`config.mk`:
```
export PLATFORM = sky130hd
export DESIGN_NAME = sdram_arbiter_flat
export DESIGN_NICKNAME = d
export VERILOG_FILES = /design/src/rtl/sdram_pkg.sv /design/src/rtl/sdram_arbiter_if.sv /design/src/rtl/sdram_arb_pick.sv /design/src/rtl/sdram_arbiter.sv /design/src/flat_wrapper.sv
export SDC_FILE = /design/constraint.sdc
export NUM_CORES = 1
export LEC_CHECK = 0
export ABC_AREA = 1
export CORE_MARGIN = 2
export CORE_UTILIZATION = 32
export DETAILED_ROUTE_END_ITERATION = 8
export PLACE_DENSITY = 0.67
export SYNTH_ARGS = -nofsm -noshare
export SYNTH_HDL_FRONTEND = slang
export SYNTH_HIERARCHICAL = 1
export SYNTH_SLANG_ARGS = --single-unit
```
`constraint.sdc`:
```
create_clock -name clk -period 2.7 [get_ports clk]
set_input_delay 0.675 -clock clk [delete_from_list [all_inputs] [get_ports clk]]
set_output_delay 0.675 -clock clk [all_outputs]
set_load 0.1 [all_outputs]
```
`src/rtl/sdram_pkg.sv`:
```
// Shared definitions for the sdram byte/halfword/word wrapper and its request arbiter.
package sdram_pkg;

  localparam logic [1:0] W_BYTE = 2'b00;
  localparam logic [1:0] W_HALF = 2'b01;
  localparam logic [1:0] W_WORD = 2'b10;
  localparam logic [1:0] W_BAD  = 2'b11;

  typedef enum logic [1:0] {
    IDLE,
    ISSUE,
    ACK
  } arb_state_t;

  // Encodings the wrapper cannot execute: reserved width, or a word on an odd byte address.
  function automatic logic is_bad_access(input logic addr0, input logic [1:0] width);
    return (width == W_BAD) || ((width == W_WORD) && addr0);
  endfunction

endpackage

```
`src/rtl/sdram_arbiter_if.sv`:
```
// Two requester ports plus the single wrapper request port of the SDRAM arbiter.
interface sdram_arbiter_if #(
  parameter int AW = 25,
  parameter int DW = 32
);
  logic          p0_req,   p1_req;
  logic [AW-1:0] p0_addr,  p1_addr;
  logic          p0_write, p1_write;
  logic [DW-1:0] p0_wdata, p1_wdata;
  logic [1:0]    p0_width, p1_width;
  logic [DW-1:0] p0_rdata, p1_rdata;
  logic          p0_ack,   p1_ack;
  logic          p0_err,   p1_err;

  logic          mem_enable;
  logic [AW-1:0] mem_addr;
  logic          mem_write;
  logic [DW-1:0] mem_wdata;
  logic [1:0]    mem_width;
  logic [DW-1:0] mem_rdata;
  logic          mem_ready;

  // The arbiter serves the requesters and drives the wrapper.
  modport slave (
    input  p0_req, p0_addr, p0_write, p0_wdata, p0_width,
    input  p1_req, p1_addr, p1_write, p1_wdata, p1_width,
    output p0_rdata, p0_ack, p0_err, p1_rdata, p1_ack, p1_err,
    output mem_enable, mem_addr, mem_write, mem_wdata, mem_width,
    input  mem_rdata, mem_ready
  );

  modport master (
    output p0_req, p0_addr, p0_write, p0_wdata, p0_width,
    output p1_req, p1_addr, p1_write, p1_wdata, p1_width,
    input  p0_rdata, p0_ack, p0_err, p1_rdata, p1_ack, p1_err,
    input  mem_enable, mem_addr, mem_write, mem_wdata, mem_width,
    output mem_rdata, mem_ready
  );
endinterface

```
`src/rtl/sdram_arb_pick.sv`:
```
// Combinational two-request grant. SDRAM_ARB_RR_EN selects round-robin on ties,
// otherwise port 1 (data) always wins.
module sdram_arb_pick (
`ifdef SDRAM_ARB_RR_EN
  input  logic       last_grant,
`endif
  input  logic [1:0] req,
  output logic       valid,
  output logic       sel
);

  always_comb begin
    valid = |req;
`ifdef SDRAM_ARB_RR_EN
    // On a tie the port that did not win last time goes first.
    if (&req) sel = ~last_grant;
    else      sel = req[1];
`else
    sel = req[1];
`endif
  end

endmodule

```
`src/rtl/sdram_arbiter.sv`:
```
// Two-port request arbiter in front of the sdram wrapper; defining SDRAM_ARB_RR_EN
// switches fixed priority (port 1 wins) to round-robin.
module sdram_arbiter
  import sdram_pkg::*;
#(
  parameter int AW = 25,
  parameter int DW = 32
) (
  input  logic           clk,
  input  logic           rst,
  sdram_arbiter_if.slave bus
);

  arb_state_t    state_reg;
  logic          grant_reg;
  logic          gnt_valid;
  logic          gnt_sel;
  logic [AW-1:0] sel_addr;
  logic [DW-1:0] sel_wdata;
  logic          sel_write;
  logic [1:0]    sel_width;
`ifdef SDRAM_ARB_RR_EN
  logic          last_grant_reg;
`endif

  sdram_arb_pick u_pick (
`ifdef SDRAM_ARB_RR_EN
    .last_grant (last_grant_reg),
`endif
    .req        ({bus.p1_req, bus.p0_req}),
    .valid      (gnt_valid),
    .sel        (gnt_sel)
  );

  always_comb begin
    sel_addr  = gnt_sel ? bus.p1_addr  : bus.p0_addr;
    sel_wdata = gnt_sel ? bus.p1_wdata : bus.p0_wdata;
    sel_write = gnt_sel ? bus.p1_write : bus.p0_write;
    sel_width = gnt_sel ? bus.p1_width : bus.p0_width;
  end

  always_ff @(posedge clk) begin
    if (rst) begin
      state_reg      <= IDLE;
      grant_reg      <= 1'b0;
`ifdef SDRAM_ARB_RR_EN
      last_grant_reg <= 1'b1;
`endif
      bus.mem_enable <= 1'b0;
      bus.mem_addr   <= '0;
      bus.mem_write  <= 1'b0;
      bus.mem_wdata  <= '0;
      bus.mem_width  <= '0;
      bus.p0_rdata   <= '0;
      bus.p1_rdata   <= '0;
      bus.p0_ack     <= 1'b0;
      bus.p1_ack     <= 1'b0;
      bus.p0_err     <= 1'b0;
      bus.p1_err     <= 1'b0;
    end else begin
      bus.p0_ack <= 1'b0;
      bus.p1_ack <= 1'b0;
      bus.p0_err <= 1'b0;
      bus.p1_err <= 1'b0;
      case (state_reg)
        IDLE: begin
          if (gnt_valid) begin
            grant_reg     <= gnt_sel;
`ifdef SDRAM_ARB_RR_EN
            last_grant_reg <= gnt_sel;
`endif
            bus.mem_addr  <= sel_addr;
            bus.mem_write <= sel_write;
            bus.mem_wdata <= sel_wdata;
            bus.mem_width <= sel_width;
            // Rejected requests complete immediately without touching the wrapper.
            if (is_bad_access(sel_addr[0], sel_width)) begin
              bus.p0_ack <= ~gnt_sel;
              bus.p1_ack <= gnt_sel;
              bus.p0_err <= ~gnt_sel;
              bus.p1_err <= gnt_sel;
              state_reg  <= ACK;
            end else begin
              bus.mem_enable <= 1'b1;
              state_reg      <= ISSUE;
            end
          end
        end
        ISSUE: begin
          if (bus.mem_ready) begin
            bus.mem_enable <= 1'b0;
            bus.p0_ack     <= ~grant_reg;
            bus.p1_ack     <= grant_reg;
            if (!bus.mem_write) begin
              if (grant_reg) bus.p1_rdata <= bus.mem_rdata;
              else           bus.p0_rdata <= bus.mem_rdata;
            end
            state_reg <= ACK;
          end
        end
        ACK:     state_reg <= IDLE;
        default: state_reg <= IDLE;
      endcase
    end
  end

endmodule
```
`src/flat_wrapper.sv`:
```
// flat-port wrapper written by rule: the top's interface ports become plain ports
module sdram_arbiter_flat import sdram_pkg::*;
#(
  parameter int AW = 25,
  parameter int DW = 32
)
  (clk, rst, bus_p0_req, bus_p0_addr, bus_p0_write, bus_p0_wdata, bus_p0_width, bus_p1_req, bus_p1_addr, bus_p1_write, bus_p1_wdata, bus_p1_width, bus_p0_rdata, bus_p0_ack, bus_p0_err, bus_p1_rdata, bus_p1_ack, bus_p1_err, bus_mem_enable, bus_mem_addr, bus_mem_write, bus_mem_wdata, bus_mem_width, bus_mem_rdata, bus_mem_ready);
  sdram_arbiter_if #(.AW(AW), .DW(DW)) bus_i ();
  input  logic clk;
  input  logic rst;
  input wire logic [$bits(bus_i.p0_req)-1:0] bus_p0_req;
  input wire logic [$bits(bus_i.p0_addr)-1:0] bus_p0_addr;
  input wire logic [$bits(bus_i.p0_write)-1:0] bus_p0_write;
  input wire logic [$bits(bus_i.p0_wdata)-1:0] bus_p0_wdata;
  input wire logic [$bits(bus_i.p0_width)-1:0] bus_p0_width;
  input wire logic [$bits(bus_i.p1_req)-1:0] bus_p1_req;
  input wire logic [$bits(bus_i.p1_addr)-1:0] bus_p1_addr;
  input wire logic [$bits(bus_i.p1_write)-1:0] bus_p1_write;
  input wire logic [$bits(bus_i.p1_wdata)-1:0] bus_p1_wdata;
  input wire logic [$bits(bus_i.p1_width)-1:0] bus_p1_width;
  output wire logic [$bits(bus_i.p0_rdata)-1:0] bus_p0_rdata;
  output wire logic [$bits(bus_i.p0_ack)-1:0] bus_p0_ack;
  output wire logic [$bits(bus_i.p0_err)-1:0] bus_p0_err;
  output wire logic [$bits(bus_i.p1_rdata)-1:0] bus_p1_rdata;
  output wire logic [$bits(bus_i.p1_ack)-1:0] bus_p1_ack;
  output wire logic [$bits(bus_i.p1_err)-1:0] bus_p1_err;
  output wire logic [$bits(bus_i.mem_enable)-1:0] bus_mem_enable;
  output wire logic [$bits(bus_i.mem_addr)-1:0] bus_mem_addr;
  output wire logic [$bits(bus_i.mem_write)-1:0] bus_mem_write;
  output wire logic [$bits(bus_i.mem_wdata)-1:0] bus_mem_wdata;
  output wire logic [$bits(bus_i.mem_width)-1:0] bus_mem_width;
  input wire logic [$bits(bus_i.mem_rdata)-1:0] bus_mem_rdata;
  input wire logic [$bits(bus_i.mem_ready)-1:0] bus_mem_ready;
  assign bus_i.p0_req = bus_p0_req;
  assign bus_i.p0_addr = bus_p0_addr;
  assign bus_i.p0_write = bus_p0_write;
  assign bus_i.p0_wdata = bus_p0_wdata;
  assign bus_i.p0_width = bus_p0_width;
  assign bus_i.p1_req = bus_p1_req;
  assign bus_i.p1_addr = bus_p1_addr;
  assign bus_i.p1_write = bus_p1_write;
  assign bus_i.p1_wdata = bus_p1_wdata;
  assign bus_i.p1_width = bus_p1_width;
  assign bus_p0_rdata = bus_i.p0_rdata;
  assign bus_p0_ack = bus_i.p0_ack;
  assign bus_p0_err = bus_i.p0_err;
  assign bus_p1_rdata = bus_i.p1_rdata;
  assign bus_p1_ack = bus_i.p1_ack;
  assign bus_p1_err = bus_i.p1_err;
  assign bus_mem_enable = bus_i.mem_enable;
  assign bus_mem_addr = bus_i.mem_addr;
  assign bus_mem_write = bus_i.mem_write;
  assign bus_mem_wdata = bus_i.mem_wdata;
  assign bus_mem_width = bus_i.mem_width;
  assign bus_i.mem_rdata = bus_mem_rdata;
  assign bus_i.mem_ready = bus_mem_ready;
  sdram_arbiter #(.AW(AW), .DW(DW)) u_core (.clk(clk), .rst(rst), .bus(bus_i));
endmodule
```
==> summary.txt <==
==============================================================================
Die width                                                               131 µm
Multiplexer area fraction after synthesis                                   0%
Path category of the worst min-delay check                          reg -> reg
Hold Path Origin                                                  u_core/bus.mem_width[1]
Place WS                                                              0.377 ns
Sequential share of the synthesized area                                 51.2%
Via count                                                                 5286
Slew at the pin closest to its max-slew limit                         0.625 ns
Most repeated cell in the gate-level netlist after synthesis      sky130_fd_sc_hd__nand2_1
Dominant combinational cell family by area after synthesis        simple AND/OR/NAND/NOR gates
Final global-route overflow total                                            0
Count of antenna-violating nets left after detailed routing                  0
Smallest hold slack                                                   0.467 ns
Worst r2r dst                                                     u_core/bus.p1_rdata[14]
Overall die area                                                     17100 µm²
Data arrival time at the worst-slack endpoint                          2.23 ns
Most instantiated flip-flop cell in the synthesis netlist         sky130_fd_sc_hd__dfxtp_1
Worst setup EP type                                                  flip-flop
Number of pins with negative max-slew slack in the final report              0
TritonCTS buffer count                                                      17
Worst-path clk slew                                                    0.06 ns
Final Net Count                                                           1086
Starting density of the core                                             32.6%
Achievable frequency                                                   531 MHz
Post-CTS setup-driven buffer insertion count                                 0
Synthesized flop and latch total                                           132
Cell types with the largest area share after synthesis            sky130_fd_sc_hd__dfxtp_1, sky130_fd_sc_hd__nand2_1, sky130_fd_sc_hd__nor2_1, sky130_fd_sc_hd__o21ai_0, sky130_fd_sc_hd__a31oi_1
Standard-cell rows                                                          46
Core box area                                                        15800 µm²
Clock share of power                                                     34.2%
Port Buffer Count                                                          285
Antenna Cells                                                                0
Final setup violation count                                                  0
Routed wire per std cell                                               14.7 µm
Top post-synthesis cells by count                                 sky130_fd_sc_hd__nand2_1, sky130_fd_sc_hd__dfxtp_1, sky130_fd_sc_hd__nor2_1
Worst EP required                                                      3.04 ns
Number of distinct library cells after synthesis                            24
Ys async rst share                                                          0%
Final-layout setup total negative slack                                   0 ns
Antenna violations before repair                                             0
Post-detailed-routing wire length                                      17.0 mm
Library cell with the largest summed area after synthesis         sky130_fd_sc_hd__dfxtp_1
Buffers from clock root to sink, at most                                     2
Worst setup path category                                            in -> reg
Via count of the first global-routing pass                                5015
Setup crit start kind                                                input pin
Combinational Power Share                                                32.8%
Status                                                            finished clean
Count of cells along the worst hold path                                     2
Simple-gate area share of the yosys netlist                              20.8%
Synthesis-to-layout area growth                                          61.6%
Hold Buf Count CTS                                                           0
Peak VDD IR                                                           0.452 mV
Storage cell area                                                     2640 µm²
Unrepaired setup endpoints after global routing                             no
Area share of xor/xnor cells in the synthesized design                      0%
FF-to-FF setup slack                                                   1.18 ns
Sequential share of power                                                33.0%
Half-perimeter wire length of the detailed placement result            12.4 mm
Root cell of the clock tree                                       sky130_fd_sc_hd__clkbuf_16
Global-route wire length before repair                                 25.5 mm
Number of H-tree levels                                                      4
Number of synthesized flops with an enable pin                               0
Largest net degree at the start of global routing                           88
Worst flop-to-flop path startpoint                                u_core/bus.mem_write
Warnings from Yosys                                                          6
Max_slew headroom                                                        58.3%
DRC violation count after routing                                            0
Switching share of power                                                 38.6%
Time the worst path needs with I/O delays and setup                    1.88 ns
Leakage Power                                                          3.52 nW
GRT Total Usage                                                          19.4%
Final Hold Fails                                                             0
Placed cell area                                                      7740 µm²
Cells resized by post-CTS repair                                             0
Average footprint of a synthesized cell                               7.79 µm²
Insertion delay to the later sink of the worst-skew pair               0.41 ns
Cell area power density                                             805 nW/µm²
Number of cells on the worst reg-to-reg path                                 5
Internal power contribution                                            4.12 mW
Clock skew                                                          0.00597 ns
Area fraction in compound gates after synthesis                          19.7%
Biggest registers after layout                                    u_core/bus.mem_wdata x32, u_core/bus.p0_rdata x32, u_core/bus.p1_rdata x32
IO Pins                                                                    286
Synth Instances                                                            662
Footprint of the multi-input gates                                    2090 µm²
Final weighted congestion in routability-driven placement                0.797
First-pass iteration count of the detailed router                            4
DRT iter0 DRCs                                                             279
Adder-cell share of the synthesized area                                    0%
Power, Total                                                           6.71 mW
CP max FO                                                                   32
Area fraction of the dominant cell type after synthesis                  51.2%
Fillcell total                                                            1550
Post-route fraction of the period consumed by the critical path          69.8%
Max Cap Violations                                                           0
Worst Slack Setup Final                                               0.815 ns
Die outline height                                                      131 µm
Clock tree from TritonCTS                                                  yes
Min-Delay Endpoint                                                u_core/bus.mem_width[1]
Net switching power                                                    2.59 mW
Clock net sink count                                                       132
Synthesized area                                                      5160 µm²
Finished Cell Area                                                    8330 µm²
Vias per std cell                                                         4.57
Syn Nets                                                                   819
Share of cells above drive strength 1                                    19.7%
==============================================================================
-- power by group through the flow --
stage | Combinational [mW] | Sequential (mW) | Clock [mW]
after global placement | 2.20 | 2.25 | 0
after CTS | 2.21 | 2.22 | 2.34
final | 2.20 | 2.22 | 2.29
after detailed placement | 2.20 | 2.25 | 0
after floorplan | 0.432 | 3.44 | 0
after global routing | 2.30 | 2.24 | 2.43
-- cell type report --
type / count / area share (%)
tap: 216 / 3.24
clock inverter: 11 / 1.52
timing repair buffer: 299 / 32.0
inverter: 16 / 0.811
sequential: 132 / 31.7
clock buffer: 20 / 5.60
multi-input combinational: 463 / 25.1
-- metal layers --
layer / wire [µm] / part of all wire (%) / track usage (%) / vias to the layer above
met3: 1760 / 10 / 9.24 / 17
li1: - / - / - / 2739
met2: 8170 / 48 / 33.0 / 190
met4: 301 / 1.8 / 7.13 / 0
met5: 0 / 0 / 0 / -
met1: 6810 / 40 / 21.0 / 2340
-- layout by cell type, fill, tap and decap left out, types with 2 or more instances in the layout --
| cell type | count |
|---|---|
| sky130_fd_sc_hd__clkdlybuf4s50_1 | 155 |
| sky130_fd_sc_hd__buf_4 | 140 |
| sky130_fd_sc_hd__nand2_1 | 135 |
| sky130_fd_sc_hd__dfxtp_1 | 132 |
| sky130_fd_sc_hd__nor2_1 | 131 |
| sky130_fd_sc_hd__o21ai_0 | 92 |
| sky130_fd_sc_hd__a31oi_1 | 57 |
| sky130_fd_sc_hd__o21ai_1 | 31 |
| sky130_fd_sc_hd__clkbuf_16 | 17 |
| sky130_fd_sc_hd__inv_1 | 11 |
| sky130_fd_sc_hd__clkinvlp_4 | 4 |
| sky130_fd_sc_hd__clkinv_2 | 4 |
| sky130_fd_sc_hd__nand3_1 | 4 |
| sky130_fd_sc_hd__clkbuf_8 | 3 |
| sky130_fd_sc_hd__a21oi_1 | 3 |
| sky130_fd_sc_hd__o31ai_1 | 3 |
| sky130_fd_sc_hd__buf_12 | 3 |
| sky130_fd_sc_hd__bufinv_16 | 2 |
| sky130_fd_sc_hd__clkinv_4 | 2 |
| sky130_fd_sc_hd__inv_6 | 2 |
| sky130_fd_sc_hd__nand3_2 | 2 |
| sky130_fd_sc_hd__inv_2 | 2 |
-- stage by stage --
stage / cells / util (%)
floorplan: 662 / -
finish: 1157 / 52.6
global route: 1157 / 52.6
detailed placement: 1126 / 48.9
global placement: 1126 / 48.9
CTS: 1157 / 52.6
-- cells by family (layout without fill, tap and decap cells) --
logic type / count (synthesis) / count (layout)
AND/OR/NAND/NOR: 276 / 276
buffers and inverters: 67 / 346
flip-flops: 132 / 132
AO/OA/AOI/OAI: 187 / 187
-- critical path: stages --
cell	delay, ns
sky130_fd_sc_hd__clkdlybuf4s50_1	0.47
sky130_fd_sc_hd__inv_1	0.05
sky130_fd_sc_hd__nor2_1	0.17
sky130_fd_sc_hd__nand3_2	0.23
sky130_fd_sc_hd__clkinv_2	0.42
sky130_fd_sc_hd__nor2_1	0.08
sky130_fd_sc_hd__nor2_1	0.12
-- worst max-delay path by stage --
stage,startpoint,end,slack [ns],cells after the start
after CTS,bus_mem_ready,u_core/bus.p1_rdata[27],0.81,7
after detailed placement,bus_mem_ready,u_core/bus.p1_rdata[27],0.38,7
final,bus_mem_ready,u_core/bus.p1_rdata[14],0.82,7
after floorplan,u_core/bus.mem_write,u_core/bus.p1_rdata[0],0.91,6
after global placement,bus_mem_ready,u_core/bus.p1_rdata[13],0.43,7
after global routing,bus_mem_ready,u_core/bus.p1_rdata[0],0.67,7
Power figures use the tool's default switching activity.
